--- src/rtl/btn_pkg.sv ---
// rtl/btn_pkg.sv - shared ids, register offsets and field positions for the button event queue
package btn_pkg;
    localparam int NUM_BTN = 6;

    typedef enum logic [2:0] {
        BTN_DOWN  = 3'd0,
        BTN_UP    = 3'd1,
        BTN_LEFT  = 3'd2,
        BTN_RIGHT = 3'd3,
        BTN_1     = 3'd4,
        BTN_2     = 3'd5
    } btn_id_e;

    localparam logic [7:0] REG_LEVEL  = 8'h00;
    localparam logic [7:0] REG_POP    = 8'h04;
    localparam logic [7:0] REG_STATUS = 8'h08;

    localparam int EV_VALID_BIT = 31;
    localparam int EV_PRESS_BIT = 30;
    localparam int EV_ID_LSB    = 16;
    localparam int EV_TS_LSB    = 0;

    localparam int ST_COUNT_LSB = 0;
    localparam int ST_OVF_BIT   = 8;
    localparam int ST_FULL_BIT  = 9;

    function automatic logic [31:0] make_event(input logic press, input logic [2:0] id,
                                               input logic [15:0] ts);
        logic [31:0] ev;
        ev                   = '0;
        ev[EV_VALID_BIT]     = 1'b1;
        ev[EV_PRESS_BIT]     = press;
        ev[EV_ID_LSB +: 3]   = id;
        ev[EV_TS_LSB +: 16]  = ts;
        return ev;
    endfunction
endpackage

--- src/rtl/btn_debounce.sv ---
// rtl/btn_debounce.sv - one button: 2-FF synchronizer, stability counter and debounced level
// rise_o/fall_o pulse in the cycle whose clock edge flips the level.
module btn_debounce
    import btn_pkg::*;
#(
    parameter int DEBOUNCE_CYCLES = 270000
) (
    input  logic clk,
    input  logic reset,
    input  logic btn_n_i,
    output logic level_o,
    output logic rise_o,
    output logic fall_o
);
    localparam int CW = $clog2(DEBOUNCE_CYCLES + 1);

    logic          sync1_q, sync2_q;
    logic          level_q;
    logic [CW-1:0] cnt_q;
    logic          differ, expire;

    assign differ = (~sync2_q) != level_q;
    assign expire = differ && (cnt_q == CW'(DEBOUNCE_CYCLES - 1));

    always_ff @(posedge clk or posedge reset) begin
        if (reset) begin
            sync1_q <= 1'b1;
            sync2_q <= 1'b1;
            level_q <= 1'b0;
            cnt_q   <= '0;
        end else begin
            sync1_q <= btn_n_i;
            sync2_q <= sync1_q;
            if (!differ) begin
                cnt_q <= '0;
            end else if (expire) begin
                cnt_q   <= '0;
                level_q <= ~level_q;
            end else begin
                cnt_q <= cnt_q + CW'(1);
            end
        end
    end

    assign level_o = level_q;
    assign rise_o  = expire & ~level_q;
    assign fall_o  = expire & level_q;
endmodule

--- src/rtl/btn_event_queue.sv ---
// rtl/btn_event_queue.sv - debounced buttons feeding a popped event FIFO behind a small register map
// Define BTN_TIMESTAMP_EN to stamp events with a 1 us free-running counter (clk/27).
module btn_event_queue
    import btn_pkg::*;
#(
    parameter int DEBOUNCE_CYCLES = 270000,
    parameter int FIFO_DEPTH      = 8
) (
    input  logic        clk,
    input  logic        reset,
    input  logic [5:0]  btn_n,
    input  logic        ren,
    input  logic        wen,
    input  logic [7:0]  address,
    input  logic [31:0] data_in,
    output logic [31:0] data_out,
    output logic        irq
);
    localparam int         PW      = $clog2(FIFO_DEPTH);
    localparam logic [4:0] DEPTH_C = 5'(FIFO_DEPTH);

    logic [NUM_BTN-1:0] level, rise, fall;

    for (genvar i = 0; i < NUM_BTN; i++) begin : g_btn
        btn_debounce #(
            .DEBOUNCE_CYCLES(DEBOUNCE_CYCLES)
        ) u_debounce (
            .clk     (clk),
            .reset   (reset),
            .btn_n_i (btn_n[i]),
            .level_o (level[i]),
            .rise_o  (rise[i]),
            .fall_o  (fall[i])
        );
    end

    logic [15:0] ts;
`ifdef BTN_TIMESTAMP_EN
    logic [4:0]  presc_q;
    logic [15:0] ts_q;

    always_ff @(posedge clk or posedge reset) begin
        if (reset) begin
            presc_q <= '0;
            ts_q    <= '0;
        end else if (presc_q == 5'd26) begin
            presc_q <= '0;
            ts_q    <= ts_q + 16'd1;
        end else begin
            presc_q <= presc_q + 5'd1;
        end
    end
    assign ts = ts_q;
`else
    assign ts = '0;
`endif

    logic [NUM_BTN-1:0] pend_q, kind_q;
    logic [PW-1:0]      wr_ptr_q, rd_ptr_q;
    logic [4:0]         count_q;
    logic               ovf_q, ren_q, irq_q;
    logic [31:0]        data_out_q;
    logic [31:0]        mem_q [FIFO_DEPTH];

    logic [NUM_BTN-1:0] grant;
    logic               push_req, push_press;
    logic [2:0]         push_id;

    // Fixed priority: the lowest-index pending button wins this cycle.
    always_comb begin
        grant      = '0;
        push_req   = 1'b0;
        push_press = 1'b0;
        push_id    = '0;
        for (int i = 0; i < NUM_BTN; i++) begin
            if (pend_q[i] && !push_req) begin
                push_req   = 1'b1;
                grant[i]   = 1'b1;
                push_press = kind_q[i];
                push_id    = 3'(i);
            end
        end
    end

    logic        full, empty, rd_first, pop, push_ok, ovf_set, ovf_clr;
    logic [31:0] status, rd_value;
    logic        rd_load;

    assign full     = (count_q == DEPTH_C);
    assign empty    = (count_q == 5'd0);
    assign rd_first = ren & ~ren_q;
    assign pop      = rd_first & (address == REG_POP) & ~empty;
    // A pop in the same cycle frees the slot, so a full FIFO still accepts the push.
    assign push_ok  = push_req & (~full | pop);
    assign ovf_set  = push_req & full & ~pop;
    assign ovf_clr  = wen & (address == REG_STATUS) & data_in[ST_OVF_BIT];

    logic unused_data_in;
    assign unused_data_in = ^{data_in[31:ST_OVF_BIT+1], data_in[ST_OVF_BIT-1:0]};

    always_comb begin
        status                    = '0;
        status[ST_COUNT_LSB +: 5] = count_q;
        status[ST_OVF_BIT]        = ovf_q;
        status[ST_FULL_BIT]       = full;
    end

    always_comb begin
        rd_load  = ren;
        rd_value = '0;
        case (address)
            REG_LEVEL:  rd_value = {26'b0, level};
            REG_POP: begin
                rd_load  = rd_first;
                rd_value = empty ? 32'h0 : mem_q[rd_ptr_q];
            end
            REG_STATUS: rd_value = status;
            default:    rd_value = '0;
        endcase
    end

    always_ff @(posedge clk or posedge reset) begin
        if (reset) begin
            pend_q     <= '0;
            kind_q     <= '0;
            wr_ptr_q   <= '0;
            rd_ptr_q   <= '0;
            count_q    <= '0;
            ovf_q      <= 1'b0;
            ren_q      <= 1'b0;
            irq_q      <= 1'b0;
            data_out_q <= '0;
        end else begin
            // A fresh level change overrides the grant of an older event for that button.
            pend_q <= (pend_q & ~grant) | rise | fall;
            kind_q <= (kind_q & ~(rise | fall)) | rise;
            ren_q  <= ren;
            irq_q  <= ~empty;
            if (push_ok) wr_ptr_q <= wr_ptr_q + PW'(1);
            if (pop)     rd_ptr_q <= rd_ptr_q + PW'(1);
            if (push_ok && !pop)      count_q <= count_q + 5'd1;
            else if (!push_ok && pop) count_q <= count_q - 5'd1;
            if (ovf_set)      ovf_q <= 1'b1;
            else if (ovf_clr) ovf_q <= 1'b0;
            if (rd_load) data_out_q <= rd_value;
        end
    end

    always_ff @(posedge clk) begin
        if (push_ok) mem_q[wr_ptr_q] <= make_event(push_press, push_id, ts);
    end

    assign data_out = data_out_q;
    assign irq      = irq_q;
endmodule

--- config.mk ---
export PLATFORM = sky130hd
export DESIGN_NAME = btn_event_queue
export DESIGN_NICKNAME = d
export VERILOG_FILES = /design/src/rtl/btn_pkg.sv /design/src/rtl/btn_debounce.sv /design/src/rtl/btn_event_queue.sv
export SDC_FILE = /design/constraint.sdc
export NUM_CORES = 1
export LEC_CHECK = 0
export ABC_CLOCK_PERIOD_IN_PS = 7660
export BUFFER_PORTS_ARGS = -buffer_cell sky130_fd_sc_hd__buf_2
export CAP_MARGIN = 25
export CORE_AREA = 2 2 182 166
export DETAILED_ROUTE_END_ITERATION = 6
export DIE_AREA = 0 0 184 168
export PLACE_DENSITY_LB_ADDON = 0.25
export SLEW_MARGIN = 15
export SYNTH_ARGS = -nofsm -noshare
export SYNTH_HDL_FRONTEND = slang
export SYNTH_HIERARCHICAL = 1
export SYNTH_SLANG_ARGS = --single-unit
export TNS_END_PERCENT = 10
--- constraint.sdc ---
create_clock -name clk -period 7.66 [get_ports clk]
set_input_delay 1.532 -clock clk [delete_from_list [all_inputs] [get_ports clk]]
set_output_delay 1.532 -clock clk [all_outputs]
set_load 0.1 [all_outputs]
==> summary.txt, run 1 <==
Global route
  • Pin count of the biggest net entering global routing: 36
  • Total gr overflow: 0
  • Initial antenna violation count: 0
  • Total GRT Usage: 13.1%
  • Vias in the first global route: 6611
  • Global-route wire length before repair: 33600 um

Yosys
  • Yosys reg bits: 203
  • Adder-Cell Fraction of Synth Area: 1.69%
  • FFs w/ async S/R, synth: a little over four fifths
  • Post-synthesis compound-gate area fraction: 6.48%
  • Main combinational cell family by area after synthesis: simple AND/OR/NAND/NOR gates
  • Post-synth EDFFs: 32
  • Mapped Area: 10100 um2
  • Synthesized instance count: 892
  • Most used DFF post-synth: dfrtp_1
  • Simple-gate share of the synthesized area: 21.7%
  • Post-synthesis sequential area ratio: 52.2%
  • Avg Cell Area, Syn: 11.3 um2
  • Synth cell types: 55
  • Multiplexer share of the synthesized area: 3.81%
  • Total of warnings raised by yosys: 6
  • Post-synthesis xor/xnor area fraction: 9.49%

Placement
  • GPL Wtd Cong: 0.730
  • I/O Buffers: 32
  • Post-DP Area: 10400 um2
  • DP HPWL: approximately 13000 um
  • Pre-CTS setup slack: 2.78 ns

Timing
  • RSZ-0062 raised after global routing: false
  • Setup TNS: 0 ns
  • Worst Slack Setup Final: 3.27 ns
  • Fin. Hold Viols: 0
  • Layout Skew: 0.0170 ns
  • Final setup fails: 0
  • F_max: around 230 MHz
  • Slew margin rel.: 34.7%
  • Final period utilization: 57.3%
  • Minimum clock period: 4.39 ns
  • Pins Over Slew Limit: 0
  • Measured slew at the worst slew-check pin: 0.977 ns

Floorplan
  • IO Pins: 83
  • Die width: 184 um
  • Row count: 60
  • Core ar.: 29300 um2
  • Die ar.: a little over 30000 um2
  • Initial Util: 34.4%
  • Die H: approximately 170 um

CTS
  • Number of buffers inserted by hold repair at cts: 0
  • Post-CTS sizing: 0
  • Clock transition at path regs: 0.06 ns
  • CTS tree: built
  • CTS HTree Levels: 1
  • Total CTS buffers: 23
  • Setup repair bufs after CTS: 0
  • Root buffer cell: clkbuf_16
  • Clk sinks: 203
  • Max clock buf depth: 3
  • Clk Latency, worst-skew pair: 0.51 ns

Routing
  • Vias per cell: between 4 and 5
  • Drt first pass iters: 5
  • Routed Antenna Nets: 0
  • Routed WL per cell: between 10 and 15 um
  • DRT iter0 DRCs: 419
  • Final WL: 19100 um
  • Residual DRC: 0
  • Total number of vias: 6546

Final layout
  • Nets: about 1000
  • Design area: approximately 11000 um2
  • Synth-to-layout area growth: 11.3%
  • Area taken by flip-flops and latches: 5260 um2
  • Share of layout cells above drive strength 1: 15.9%
  • Fill count: 2856
  • Diode count: 0
  • Multi-input logic area: 4410 um2
  • Final Util: 38.3%

Critical path
  • Req. time, crit path: ~8.0 ns
  • Setup crit start kind: input port
  • Crit path DAT: 4.76 ns
  • CP Max Fanout: 10
  • Crit path capture type: flip-flop
  • Slowest CP cell: or4b_4
  • Largest stage delay on the critical path: approximately 0.6 ns
  • Worst-path cell chain: buf_2 > or4b_4 > nor4_4 > and2_1 > inv_1 > ha_1 > inv_1 > ha_1 > a21o_1 > a2111oi_0 > o31ai_1
  • Critical path type: input port to flip-flop

Power
  • Lkg Pwr: 0.00469 uW
  • Power per cell area: slightly above 200 nW/um2
  • Max VDD drop: 0.162 mV

Flow run
  • Max_cap viols: 0

Outcome
  • Status: finished clean

Hold path
  • Min-delay worst type: flip-flop to flip-flop
logic make-up (layout without fill, tap and decap cells):
family / count (synthesis) / count (layout)
AOI/OAI and AO/OA: 74 / 74
DFF: 203 / 203
other: 1 / 19
adders and majority gates: 13 / 13
and+or+nand+nor: 390 / 390
xor gates and xnor gates: 109 / 109
muxes: 27 / 27
buffers and inverters: 75 / 112
state kept, by name (all words and copies together), names as in the netlist, 5 cells and up:
signal / count
mem_q: 32
g_btn.u_debounce/level_o: 6
pend_q: 6
kind_q: 6
g_btn.u_debounce/sync1_q: 6
count_q: 5
data_out: 13
g_btn.u_debounce/sync2_q: 6
g_btn.u_debounce/cnt_q: 114
power by group:
part	switching (uW)	internal [uW]	leakage, uW
clock network	421	633	0.000360
registers	12.1	1110	0.00270
logic	80.2	18.3	0.00163
layer usage:
| layer | global-route usage [%] | share of wire [%] | vias up |
|---|---|---|---|
| met5 | 0 | 0 | - |
| met4 | 3.30 | 2.2 | 0 |
| met3 | 1.82 | 3.2 | 29 |
| met2 | 20.5 | 44 | 91 |
| met1 | 19.0 | 51 | 3186 |
| li1 | - | - | 3240 |
per-stage QoR:
step	cells	total power, uW	hold WS, ns
finish	1319	2270	0.355
global route	1319	2370	0.358
CTS	1317	2310	0.356
detailed placement	1277	1240	0.348
global placement	1277	1240	0.345
floorplan	910	1230	0.345
layout by cell type, fill, tap and decap left out, drive strengths merged, types with 14 or more instances in the layout:
cell type  count
xnor2         76
buf           35
dfrtp        159
nand3         49
inv           36
nor2         138
clkbuf        34
nand4         32
nor3          33
nor4          34
nand2         43
edfxtp        32
a21oi         17
or4           14
conb          19
o21ai         16
xor2          33
final cells by class:
type | instances | area share [%]
Clock buffer | 34 | 5.95
Clock inverter | 6 | 0.525
Inverter | 37 | 1.24
Multi-Input combinational cell | 632 | 39.4
Sequential cell | 203 | 46.9
Tap cell | 372 | 4.16
Timing Repair Buffer | 35 | 1.79
critical path, delay by kind of cell:
family / cells / cell delay, ns
buf+inv: 3 / 0.51
simple gates: 3 / 1.38
compound gates: 3 / 0.77
fa+ha+maj: 2 / 0.56
synth_stat cells (19+ instances only):
cell      number  area (um2)
dfrtp_1      159        3980
nor2_1       138         518
xnor2_1       76         666
nand2_1       43         161
nand3_1       43         215
inv_1         37         139
nor3_1        33         165
xor2_1        33         289
edfxtp_1      32         961
nor4_1        32         200
nand4_1       26         163
buf_4         19         143
worst paths after layout:
| kind | from | end | slack, ns | cells past startpoint |
|---|---|---|---|---|
| max in group asynchronous | reset | g_btn[3].u_debounce/cnt_q[7] | 5.81 | 2 |
| setup / recovery | address[3] | count_q[4] | 3.27 | 11 |
| setup reg to reg | count_q[0] | count_q[4] | 4.17 | 10 |
| hold reg to reg | g_btn[2].u_debounce/sync1_q | g_btn[2].u_debounce/sync2_q | 0.35 | 0 |
| min in group asynchronous | reset | kind_q[3] | 1.00 | 2 |
| hold / removal | g_btn[2].u_debounce/sync1_q | g_btn[2].u_debounce/sync2_q | 0.35 | 0 |
Power figures use the tool's default switching activity.
==> run 2, diff against run 1 <==
ABC_CLOCK_PERIOD_IN_PS = 4340   (was 7660)
clock period = 4.34 ns   (was 7.66 ns; I/O delays follow)
==> summary.txt, run 2 (synthesized netlist as in run 1, its figures left out) <==
Power
  • Max VDD drop: 0.210 mV
  • Lkg Pwr: 0.00470 uW
  • Final Total Pwr: 4120 uW
  • Power per cell area: 367 nW/um2

Critical path
  • Worst-path cell chain: buf_2 > or4_4 > nor4_4 > o21ai_2 > inv_1 > ha_1 > inv_1 > fa_1 > a21o_1 > a2111oi_0 > o31ai_1
  • Source of the critical timing path: address[1]
  • Slowest CP cell: or4_4
  • Setup crit start kind: input port
  • Crit path DAT: around 3.8 ns
  • CP Max Fanout: 7
  • Critical path type: input port to flip-flop
  • Req. time, crit path: 4.71 ns
  • Largest stage delay on the critical path: around 0.58 ns
  • Crit path capture type: flip-flop
  • R2r setup slk: 1.00 ns
  • Most frequent CP cell: inv_1
  • R2R Path Start: count_q[0]

Timing
  • F_max: a little under 300 MHz
  • Final period utilization: 79.1%
  • Setup TNS: 0 ns
  • Final setup fails: 0
  • Measured slew at the worst slew-check pin: 0.974 ns
  • Minimum clock period: 3.43 ns
  • Layout Skew: approximately 0.011 ns
  • Pins Over Slew Limit: 0
  • Fin. Hold Viols: 0
  • RSZ-0062 raised after global routing: false
  • Slew margin rel.: between 30% and 40%

Global route
  • Initial antenna violation count: 0
  • Vias in the first global route: 6462
  • Global-route wire length before repair: 32700 um
  • Total GRT Usage: 12.7%
  • Pin count of the biggest net entering global routing: 30
  • Total gr overflow: 0

Floorplan
  • IO Pins: 83
  • Core ar.: 29300 um2
  • Die H: 168 um
  • Initial Util: 34.4%
  • Die width: 184 um
  • Die ar.: 30900 um2
  • Row count: 60

Hold path
  • Min-delay worst type: flip-flop to flip-flop
  • Hold Startpoint: g_btn[4].u_debounce/sync1_q

CTS
  • Post-CTS sizing: 0
  • Clk Latency, worst-skew pair: ~0.5 ns
  • Total CTS buffers: 23
  • Setup repair bufs after CTS: 0
  • Number of buffers inserted by hold repair at cts: 0
  • Max clock buf depth: 3
  • CTS HTree Levels: 1
  • Root buffer cell: clkbuf_16
  • Clock transition at path regs: 0.06 ns
  • Clk sinks: 203
  • CTS tree: built

Final layout
  • Share of layout cells above drive strength 1: 16.0%
  • Commonest cells after routing, fill and taps aside: dfrtp_1, nor2_1, xnor2_1
  • Diode count: 0
  • Nets: between 900 and 1000
  • Synth-to-layout area growth: 11.6%
  • Most common cell after layout, fill and taps aside: dfrtp_1
  • Largest Register: g_btn.u_debounce/cnt_q
  • Max reg flops: 114

Outcome
  • Status: finished clean

Routing
  • Residual DRC: 0
  • Vias per cell: 4.93
  • Drt first pass iters: 4
  • Routed Antenna Nets: 0
  • Total number of vias: 6515
  • Final WL: 18900 um
  • DRT iter0 DRCs: roughly 400
  • Routed WL per cell: 14.3 um

Placement
  • DP HPWL: 13000 um
  • I/O Buffers: 32
  • GPL Wtd Cong: 0.763

Flow run
  • Max_cap viols: 0
## run 2: critical path, delay by kind of cell
family,cells,cell delay [ns]
simple gates,2,0.99
compound gates,4,0.98
fa+ha+maj,2,0.64
buf+inv,3,0.33
## run 2: per-layer routing
layer	GRT usage, %	up-vias	share of wire [%]
met5	0	-	0
met4	3.20	0	2.0
met3	1.97	26	3.2
met2	19.2	87	43
met1	18.9	3159	52
li1	-	3243	-
## run 2: worst paths after layout
kind | depth (start not counted) | endpoint
worst max-delay path | 11 | count_q[4]
max in group asynchronous | 2 | g_btn[4].u_debounce/cnt_q[15]
worst max register to register | 10 | count_q[4]
worst min-delay path | 0 | g_btn[4].u_debounce/sync2_q
worst min register to register | 0 | g_btn[4].u_debounce/sync2_q
min in group asynchronous | 2 | data_out[2]
## run 2: where the power goes
part	switching [uW]	leakage, uW	internal, uW
sequential	21.9	0.00270	1950
combinational	141	0.00162	30.4
clock	753	0.000376	1220
total	916	0.00470	3200
## run 2: through the flow
stage	cells	util (%)	setup slack, ns	cell area, um2	hold WS [ns]
5_1_grt	1321	38.3	0.684	11200	0.361
3_3_place_gp	1279	35.7	0.475	10500	0.347
6_report	1321	38.3	0.905	11200	0.356
4_1_cts	1321	38.3	0.912	11200	0.357
3_5_place_dp	1279	35.7	0.406	10500	0.348
2_1_floorplan	910	-	0.759	10100	0.345
## run 2: cell type report
| cell class | instances | area (um2) |
|---|---|---|
| fill | 2864 | 18100 |
| sequential | 203 | 5260 |
| multi-input combinational | 632 | 4410 |
| clock buffer | 30 | 602 |
| tap | 372 | 465 |
| timing repair buffer | 35 | 183 |
| clock inverter | 12 | 166 |
| inverter | 37 | 139 |
